`config.mk`:
```
export PLATFORM = sky130hd
export DESIGN_NAME = riscv_test_monitor_flat
export DESIGN_NICKNAME = d
export VERILOG_FILES = /design/src/rtl/riscv_test_monitor_pkg.sv /design/src/rtl/riscv_test_monitor_if.sv /design/src/rtl/riscv_test_monitor.sv /design/src/flat_wrapper.sv
export SDC_FILE = /design/constraint.sdc
export NUM_CORES = 1
export LEC_CHECK = 0
export ABC_AREA = 1
export CAP_MARGIN = 30
export CELL_PAD_IN_SITES_DETAIL_PLACEMENT = 1
export CELL_PAD_IN_SITES_GLOBAL_PLACEMENT = 2
export CORE_MARGIN = 4
export CORE_UTILIZATION = 28
export DETAILED_ROUTE_END_ITERATION = 8
export PLACE_DENSITY = 0.93
export SYNTH_ARGS = -nofsm -noshare
export SYNTH_HDL_FRONTEND = slang
export SYNTH_SLANG_ARGS = --single-unit
```
`constraint.sdc`:
```
create_clock -name clock -period 5 [get_ports clock]
set_input_delay 1 -clock clock [delete_from_list [all_inputs] [get_ports clock]]
set_output_delay 1 -clock clock [all_outputs]
set_load 0.005 [all_outputs]
```
`src/rtl/riscv_test_monitor_pkg.sv`:
```
// riscv_test_pkg: shared constants, status codes and FSM encoding for the test monitor
package riscv_test_pkg;

    localparam logic [31:0] HALT_INSTR = 32'hdead10cc;
    localparam logic [31:0] PASS_MAGIC = 32'h00c0ffee;
    localparam logic [31:0] FAIL_MAGIC = 32'hdeaddead;

    typedef enum logic [1:0] {
        ST_NONE    = 2'b00,
        ST_PASS    = 2'b01,
        ST_FAIL    = 2'b10,
        ST_UNKNOWN = 2'b11
    } status_e;

    typedef enum logic [2:0] {
        S_IDLE,
        S_RSTCPU,
        S_RUN,
        S_CHECK,
        S_DONE
    } state_e;

    function automatic status_e classify(input logic [31:0] a0);
        return a0 == PASS_MAGIC ? ST_PASS : a0 == FAIL_MAGIC ? ST_FAIL : ST_UNKNOWN;
    endfunction

endpackage

```
`src/rtl/riscv_test_monitor_if.sv`:
```
// riscv_test_monitor_if: probe inputs from the CPU and run/result outputs of the monitor
interface riscv_test_monitor_if;

    logic        start;
    logic [31:0] instr;
    logic [31:0] a0_val;
    logic        cpu_reset;
    logic        running;
    logic        done;
    logic [1:0]  status;
    logic        timeout;
    logic [31:0] cycle_count;

    modport master (
        output start, instr, a0_val,
        input  cpu_reset, running, done, status, timeout, cycle_count
    );

    modport slave (
        input  start, instr, a0_val,
        output cpu_reset, running, done, status, timeout, cycle_count
    );

endinterface

```
`src/rtl/riscv_test_monitor.sv`:
```
// riscv_test_monitor: resets the CPU, counts run cycles, detects halt/timeout and grades a0
module riscv_test_monitor
    import riscv_test_pkg::*;
#(
    parameter int unsigned MAX_CYCLES = 10000,
    parameter int unsigned RST_CYCLES = 2
) (
    input  logic                 clock,
    input  logic                 reset,
    riscv_test_monitor_if.slave  mon
);

    state_e      state_q, state_d;
    logic [31:0] rcnt_q, rcnt_d;
    logic [31:0] cnt_q, cnt_d;
    status_e     status_q, status_d;
    logic        timeout_q, timeout_d;

    // next-state: run sequencing, cycle counting and result classification
    always_comb begin
        state_d   = state_q;
        rcnt_d    = rcnt_q;
        cnt_d     = cnt_q;
        status_d  = status_q;
        timeout_d = timeout_q;
        unique case (state_q)
            S_IDLE, S_DONE: begin
                if (mon.start) begin
                    state_d = S_RSTCPU;
                    rcnt_d  = 32'(RST_CYCLES - 1);
                end
            end
            S_RSTCPU: begin
                if (rcnt_q == '0) begin
                    state_d   = S_RUN;
                    cnt_d     = '0;
                    status_d  = ST_NONE;
                    timeout_d = 1'b0;
                end else begin
                    rcnt_d = rcnt_q - 32'd1;
                end
            end
            S_RUN: begin
                if (mon.instr == HALT_INSTR) begin
                    state_d = S_CHECK;
                end else if (cnt_q == 32'(MAX_CYCLES)) begin
                    state_d   = S_CHECK;
                    timeout_d = 1'b1;
                end else begin
                    cnt_d = cnt_q + 32'd1;
                end
            end
            S_CHECK: begin
                status_d = timeout_q ? ST_UNKNOWN : classify(mon.a0_val);
                state_d  = S_DONE;
            end
            default: state_d = S_IDLE;
        endcase
    end

    // state register with synchronous active-low reset
    always_ff @(posedge clock) begin
        if (!reset) begin
            state_q   <= S_IDLE;
            rcnt_q    <= '0;
            cnt_q     <= '0;
            status_q  <= ST_NONE;
            timeout_q <= 1'b0;
        end else begin
            state_q   <= state_d;
            rcnt_q    <= rcnt_d;
            cnt_q     <= cnt_d;
            status_q  <= status_d;
            timeout_q <= timeout_d;
        end
    end

    // CPU is released only while running or grading; everything decodes from registers
    assign mon.cpu_reset   = !(state_q inside {S_RUN, S_CHECK});
    assign mon.running     = state_q == S_RUN;
    assign mon.done        = state_q == S_DONE;
    assign mon.status      = status_q;
    assign mon.timeout     = timeout_q;
    assign mon.cycle_count = cnt_q;

endmodule

```
`src/flat_wrapper.sv`:
```
// flat-port wrapper written by rule: the top's interface ports become plain ports
module riscv_test_monitor_flat import riscv_test_pkg::*;
#(
    parameter int unsigned MAX_CYCLES = 10000,
    parameter int unsigned RST_CYCLES = 2
)
  (clock, reset, mon_start, mon_instr, mon_a0_val, mon_cpu_reset, mon_running, mon_done, mon_status, mon_timeout, mon_cycle_count);
  riscv_test_monitor_if mon_i ();
  input  logic clock;
  input  logic reset;
  input wire logic [$bits(mon_i.start)-1:0] mon_start;
  input wire logic [$bits(mon_i.instr)-1:0] mon_instr;
  input wire logic [$bits(mon_i.a0_val)-1:0] mon_a0_val;
  output wire logic [$bits(mon_i.cpu_reset)-1:0] mon_cpu_reset;
  output wire logic [$bits(mon_i.running)-1:0] mon_running;
  output wire logic [$bits(mon_i.done)-1:0] mon_done;
  output wire logic [$bits(mon_i.status)-1:0] mon_status;
  output wire logic [$bits(mon_i.timeout)-1:0] mon_timeout;
  output wire logic [$bits(mon_i.cycle_count)-1:0] mon_cycle_count;
  assign mon_i.start = mon_start;
  assign mon_i.instr = mon_instr;
  assign mon_i.a0_val = mon_a0_val;
  assign mon_cpu_reset = mon_i.cpu_reset;
  assign mon_running = mon_i.running;
  assign mon_done = mon_i.done;
  assign mon_status = mon_i.status;
  assign mon_timeout = mon_i.timeout;
  assign mon_cycle_count = mon_i.cycle_count;
  riscv_test_monitor #(.MAX_CYCLES(MAX_CYCLES), .RST_CYCLES(RST_CYCLES)) u_core (.clock(clock), .reset(reset), .mon(mon_i));
endmodule
```
==> summary.md, run 1 <==
| Metric | Value |
|---|---|
| Area contributors post-synth | `dfxtp_1 27%, nand2_1 25%, nor2_1 16%, inv_1 6.6%, a21oi_1 5.6%` |
| DP HPWL | `14300 um` |
| Ports | `105` |
| Dominant cell type by area after synthesis | `dfxtp_1` |
| Setup Buffers After CTS | `0` |
| Starting Density | `28.9%` |
| Cell area after synthesis | `5270 sq um` |
| Grt met1 use | `23.4%` |
| Horiz. Die Dim | `145 um` |
| Relative slew slack | `42.7%` |
| Unique masters post-synth | `32` |
| Hold buffers post-CTS | `0` |
| Critical path type | `reg -> out` |
| Hold Crit Depth | `2` |
| Area of the die | `21100 sq um` |
| Count leader, synth | `nand2_1` |
| Final hold viol count | `0` |
| Inserted Clock Buffers | `9` |
| Synthesized area per cell | `5.47 sq um` |
| Clock Path Buffers | `2` |
| Main synth FF type | `dfxtp_1` |
| Total Wirelength | `18500 um` |
| FP Rows | `49` |
| Core area | `18200 sq um` |
| Post-synth top cells | `346 x nand2_1, 225 x nor2_1, 93 x inv_1` |
| Crit end category | `primary output` |
| Number of diodes | `0` |
| Crit Reg-Reg Startpoint | `u_core.rcnt_q[1]` |
| Final setup fails | `0` |
| Mapped Cells | `963` |
| Tcrit/Tclk final | `60.1%` |
| Wire per inst | `14.3 um` |
| Max Cap Viol | `0` |
| DRT iter0 DRCs | `321` |
| Antenna violations before repair | `0` |
| Slew Limit Fails | `0` |
| Final Skew | `0.00734 ns` |
| RSZ-0062 raised after global routing | `false` |
| CTS tree | `built` |
| Area grow syn2layout | `30.9%` |
| Post-synthesis sequential area ratio | `26.6%` |
| GR Overflow Total | `0` |
| Final #Nets | `1130` |
| CTS root buf | `clkbuf_16` |
| Clock-pin slew on the worst setup and hold paths | `0.06 ns` |
| CTS resizes | `0` |
| Fmax | `333 MHz` |
| Largest net degree at the start of global routing | `44` |
| Residual DRC | `0` |
| Max rail drop VDD | `0.246 mV` |
| Slew of the pin with the lowest slew margin | `0.858 ns` |
| Skew-Pair Late Insertion Delay | `0.34 ns` |
| Post-synth EDFFs | `0` |
| Yosys warns | `0` |
| PwrDens | `502 nW/um^2` |
| Crit start category | `register` |
| Final std cell area, no fill | `6890 sq um` |
| Critical path arrival | `2.00 ns` |
| Status | `complete, no violations` |
| Number of synthesized register bits | `70` |
| Most used routing layer | `met2` |
| Vias/cell | `4.76` |
| Met2 Track Usage GR | `30.4%` |
| CP Launch Point | `u_core.state_q[2]` |
| HP Start | `u_core.mon.status[0]` |
| GR Util met3 | `2.93%` |
| Crit path max fanout | `33` |
| Vias | `6162` |
| I/O Buffers | `104` |
| Final GP Congestion | `0.906` |
| Worst hold path class | `reg -> reg` |
| Total negative setup slack | `0 ns` |
| Vias in the first global route | `6383` |
| WP data required | `4.00 ns` |
| Post-route ant nets | `0` |
| Fillers | `2492` |
| GRT Overall Usage | `17.7%` |
| Placed inst area | `6530 sq um` |
| Die Ht | `145 um` |
| First-pass GRT wire length | `31300 um` |
| Ys async rst share | `0%` |
| Layout cells sized above 1 | `3.85%` |
| CTS HTree Levels | `3` |
| Min Tclk post-route | `3.00 ns` |
| Mapped Nets | `1033` |
| Leakage power | `2.77 nW` |
| Share of the synthesized area in the top cell type | `26.6%` |
| Drt pass-1 iters | `4` |
| CTS Sinks | `70` |
| R2R cell count | `12` |
## cell type report
class                      count  area [sq um]  share of cell area [%]
multi-input combinational    775          3380                    49.0
timing repair buffer         109          1110                    16.0
clock inverter                 6           134                    1.94
tap                          229           287                    4.16
inverter                      95           357                    5.17
clock buffer                  10           229                    3.32
sequential                    70          1400                    20.3
## metal layers
layer	share of wire (%)	wire length, um	up-vias
met4	0.99	184	0
met1	49	9060	2857
li1	-	-	3190
met5	0	0	-
met2	46	8530	100
met3	4.1	767	15
## worst paths after layout
| path | end | slack, ns |
|---|---|---|
| worst max-delay path | mon_running | 2.00 |
| worst min-delay path | u_core.mon.status[0] | 0.47 |
| worst max register to register | u_core.mon.cycle_count[5] | 2.35 |
| worst min register to register | u_core.mon.status[0] | 0.47 |
## metrics by stage
step	util [%]	worst slack [ns]	total power, mW	hold slack [ns]	cells
after floorplan	-	2.90	2.18	0.452	963
after global placement	35.6	1.56	2.60	0.459	1276
after detailed placement	35.9	1.76	2.69	0.465	1278
after CTS	37.9	1.95	3.52	0.475	1294
after global routing	37.9	1.83	3.81	0.503	1294
final	37.9	2.00	3.46	0.474	1294
## flip-flops by register name (all words and copies together) (netlist names)
name / count
u_core.mon.status: 2
u_core.rcnt_q: 32
u_core.mon.cycle_count: 32
u_core.state_q: 3
u_core.mon.timeout: 1
## layout by cell type (no fill, tap or decap), types with 3 or more instances in the layout
cell type        netlist  routed
nand2_1              346     346
nor2_1               225     225
clkdlybuf4s50_1        0     104
inv_1                 93      93
dfxtp_1               70      70
nand3_1               59      59
a21oi_1               59      59
nand4_1               16      16
nor3_1                11      11
xnor2_1               10      10
clkbuf_16              0       9
xor2_1                 8       8
nor2_2                 6       6
o21ai_0                4       4
nor4_1                 4       4
nand2_2                4       4
bufinv_16              0       4
o21bai_1               3       3
nor3b_1                3       3
nand2_4                3       3
ha_1                   3       3
buf_4                  0       3
## cell families (layout without fill, tap and decap cells)
| family | Yosys count | in the layout | share of synthesized area (%) |
|---|---|---|---|
| simple gates | 684 | 684 | 53.3 |
| buf+inv | 118 | 220 | 9.22 |
| compound gates | 70 | 70 | 7.17 |
| flops | 70 | 70 | 26.6 |
| xor+xnor | 18 | 18 | 2.99 |
| fa+ha+maj | 3 | 3 | 0.713 |
## worst max-delay path, stage by stage, from the launching register on
cell and delay (ns):
dfxtp_1 0.35, inv_1 0.07, nand3_1 0.12, buf_4 0.37, inv_1 0.23, clkdlybuf4s50_1 0.50
## power breakdown
part	internal (mW)	switching, mW	leakage [nW]	total (mW)
clock	0.539	0.270	0.177	0.808
sequential	0.626	0.0758	0.566	0.702
combinational	0.632	1.32	2.02	1.95
Power figures use the tool's default switching activity.
==> run 2: changes to the inputs <==
- CORE_UTILIZATION: 28 -> 26
- PLACE_DENSITY: 0.93 -> 0.88
- clock period: 5 -> 2.8 ns (I/O delays scaled with it)
==> run 2 against run 1 <==
Against the previous run: via count is 0.47% higher; register-to-register slack lost 2.0 ns; worst hold slack better by 0.0074 ns; final cell count increased by 3.4%; power grew 72%; combinational power up 81%; flip-flop and latch count is the same; utilization is 2.7 points lower; sequential share of layout area is 0.092 points lower; wire length increased by 3.0%.
==> summary.md, run 2 (same netlist as run 1, synthesis figures left out) <==
| Metric | Value |
|---|---|
| Status | `complete, no violations (unchanged)` |
| Vias in the first global route | `6330 (was 6383)` |
| Fin util | `35.1% (was 37.9%)` |
| Skew-Pair Late Insertion Delay | `0.35 ns (was 0.34 ns)` |
| Ports | `105 (unchanged)` |
| Drt pass-1 iters | `4 (unchanged)` |
| DP HPWL | `14800 um (was 14300 um)` |
| Setup WS pre-CTS | `0.229 ns (was 1.76 ns)` |
| Inserted Clock Buffers | `9 (unchanged)` |
| Antenna violations before repair | `0 (unchanged)` |
| DRT iter0 DRCs | `196 (was 321)` |
| Core area | `19700 sq um (was 18200 sq um)` |
| CTS Sinks | `70 (unchanged)` |
| Footprint of the multi-input gates | `3380 sq um (unchanged)` |
| Critical path arrival | `2.77 ns (was 2.00 ns)` |
| Tcrit/Tclk final | `88.9%` |
| Final std cell area, no fill | `6930 sq um (was 6890 sq um)` |
| Slew Limit Fails | `0 (unchanged)` |
| Largest net degree at the start of global routing | `48 (was 44)` |
| Wire per inst | `14.3 um (about the same)` |
| Fillers | `2654 (was 2492)` |
| Horiz. Die Dim | `150 um (was 145 um)` |
| Commonest non-fill, non-tap cells in the layout | `346 x nand2_1, 225 x nor2_1, 104 x clkdlybuf4s50_1 (unchanged)` |
| Fmax | `402 MHz` |
| Crit path to | `u_core.mon.cycle_count[2] (was mon_running)` |
| Slack of the worst reg-to-reg path | `0.31 ns (was 2.35 ns)` |
| FP Rows | `51 (was 49)` |
| Crit start category | `register (unchanged)` |
| Layout cells sized above 1 | `4.57% (was 3.85%)` |
| CP Launch Point | `u_core.rcnt_q[0] (was u_core.state_q[2])` |
| Slew of the pin with the lowest slew margin | `0.788 ns (was 0.858 ns)` |
| I/O Buffers | `104 (unchanged)` |
| PwrDens | `859 nW/um^2 (was 502 nW/um^2)` |
| Leakage power | `2.76 nW (was 2.77 nW)` |
| Highest metal used | `met4 (unchanged)` |
| Max rail drop VDD | `0.434 mV (was 0.246 mV)` |
| Residual DRC | `0 (unchanged)` |
| Crit Reg-Reg Startpoint | `u_core.rcnt_q[0] (was u_core.rcnt_q[1])` |
| WP data required | `3.08 ns (was 4.00 ns)` |
| Hold Crit Depth | `2 (unchanged)` |
| RR Endpoint | `u_core.mon.cycle_count[2] (was u_core.mon.cycle_count[5])` |
| Vias/cell | `4.63 (was 4.76)` |
| Relative slew slack | `47.4% (was 42.7%)` |
| Area of the die | `22600 sq um (was 21100 sq um)` |
| Crit path max fanout | `32 (was 33)` |
| WL met3 | `836 um (was 767 um)` |
| Total power | `5.95 mW (was 3.46 mW)` |
| RSZ-0062 raised after global routing | `false (unchanged)` |
| Critical path type | `reg -> reg (was reg -> out)` |
| Final #Nets | `1138 (was 1130)` |
| Hold buffers post-CTS | `0 (unchanged)` |
| Placed inst area | `6630 sq um (was 6530 sq um)` |
| First-pass GRT wire length | `31700 um (was 31300 um)` |
| CTS tree | `built (unchanged)` |
| Number of diodes | `0 (unchanged)` |
| Die Ht | `150 um (was 145 um)` |
| GRT Overall Usage | `17.4% (was 17.7%)` |
| Starting Density | `26.7% (was 28.9%)` |
| Crit end category | `register (was primary output)` |
| Max Cap Viol | `0 (unchanged)` |
| Final GP Congestion | `0.853 (was 0.906)` |
| Clock-pin slew on the worst setup and hold paths | `0.06 ns (about the same)` |
| Total Wirelength | `19100 um (was 18500 um)` |
| M1 wire length | `9100 um (was 9060 um)` |
| Most common cell after layout, fill and taps aside | `nand2_1 (unchanged)` |
| Total negative setup slack | `0 ns (unchanged)` |
| Final hold viol count | `0 (unchanged)` |
| R2R cell count | `10 (was 12)` |
| Setup Buffers After CTS | `0 (unchanged)` |
| Final setup fails | `0 (unchanged)` |
| Final Skew | `0.00795 ns (was 0.00734 ns)` |
| Final setup margin | `0.310 ns (was 2.00 ns)` |
| Met2 wire length | `8910 um (was 8530 um)` |
| CTS resizes | `0 (unchanged)` |
| Min Tclk post-route | `2.49 ns` |
| Vias | `6191 (was 6162)` |
| Clock Path Buffers | `2 (unchanged)` |
| CTS HTree Levels | `3 (unchanged)` |
| Post-route ant nets | `0 (unchanged)` |
| GR Overflow Total | `0 (unchanged)` |
| Area grow syn2layout | `31.5% (was 30.9%)` |
| CTS root buf | `clkbuf_16 (unchanged)` |
| FF+latch area | `1400 sq um (unchanged)` |
| Worst hold path class | `reg -> reg (unchanged)` |
run 2: changes by cell type in the layout (fill, tap and decap cells not counted):
cell,before,now
buf_4,3,11
bufinv_16,4,1
clkinvlp_4,0,3
buf_12,0,2
buf_16,1,0
buf_8,1,0
clkinv_2,1,2
clkinv_4,1,0
run 2: report_power, final:
group | leakage [nW] | internal [mW] | switching, mW
sequential | 0.566 | 1.12 | 0.131
clock | 0.134 | 0.687 | 0.485
combinational | 2.06 | 1.16 | 2.37
run 2: layout make-up:
| class | instances | area share (%) |
|---|---|---|
| Multi-Input combinational cell | 775 | 48.8 |
| Clock buffer | 10 | 3.31 |
| Inverter | 95 | 5.15 |
| Clock inverter | 6 | 0.903 |
| Tap cell | 265 | 4.79 |
| Sequential cell | 70 | 20.2 |
| Timing Repair Buffer | 117 | 16.8 |
run 2: worst min-delay path by stage:
stage / startpoint / endpoint / slack, ns
after floorplan: u_core.state_q[2] / u_core.state_q[2] / 0.45
after global placement: u_core.mon.status[1] / u_core.mon.status[1] / 0.46
after detailed placement: u_core.mon.status[0] / u_core.mon.status[0] / 0.48
after CTS: u_core.mon.status[0] / u_core.mon.status[0] / 0.49
after global routing: u_core.mon.status[1] / u_core.mon.status[1] / 0.51
final: u_core.mon.status[1] / u_core.mon.status[1] / 0.48
run 2: metal layers:
layer / track usage (%) / up-vias
met5: 0 / -
met4: 4.85 / 0
met3: 3.31 / 17
met2: 29.4 / 98
met1: 22.7 / 2883
li1: - / 3193
run 2: stage by stage:
stage / std cells / hold WS (ns)
after floorplan: 963 / 0.452
after global placement: 1322 / 0.458
after detailed placement: 1322 / 0.478
after CTS: 1338 / 0.490
after global routing: 1338 / 0.512
final: 1338 / 0.481
run 2: critical path, stage by stage (launching register included):
cell,delay (ns)
dfxtp_1,0.34
inv_1,0.08
ha_1,0.32
nand2_4,0.12
nor2_8,0.18
nand2_2,0.11
o21ai_4,0.24
nand2_2,0.09
nor2_4,0.61
nand2_1,0.16
a21oi_2,0.17
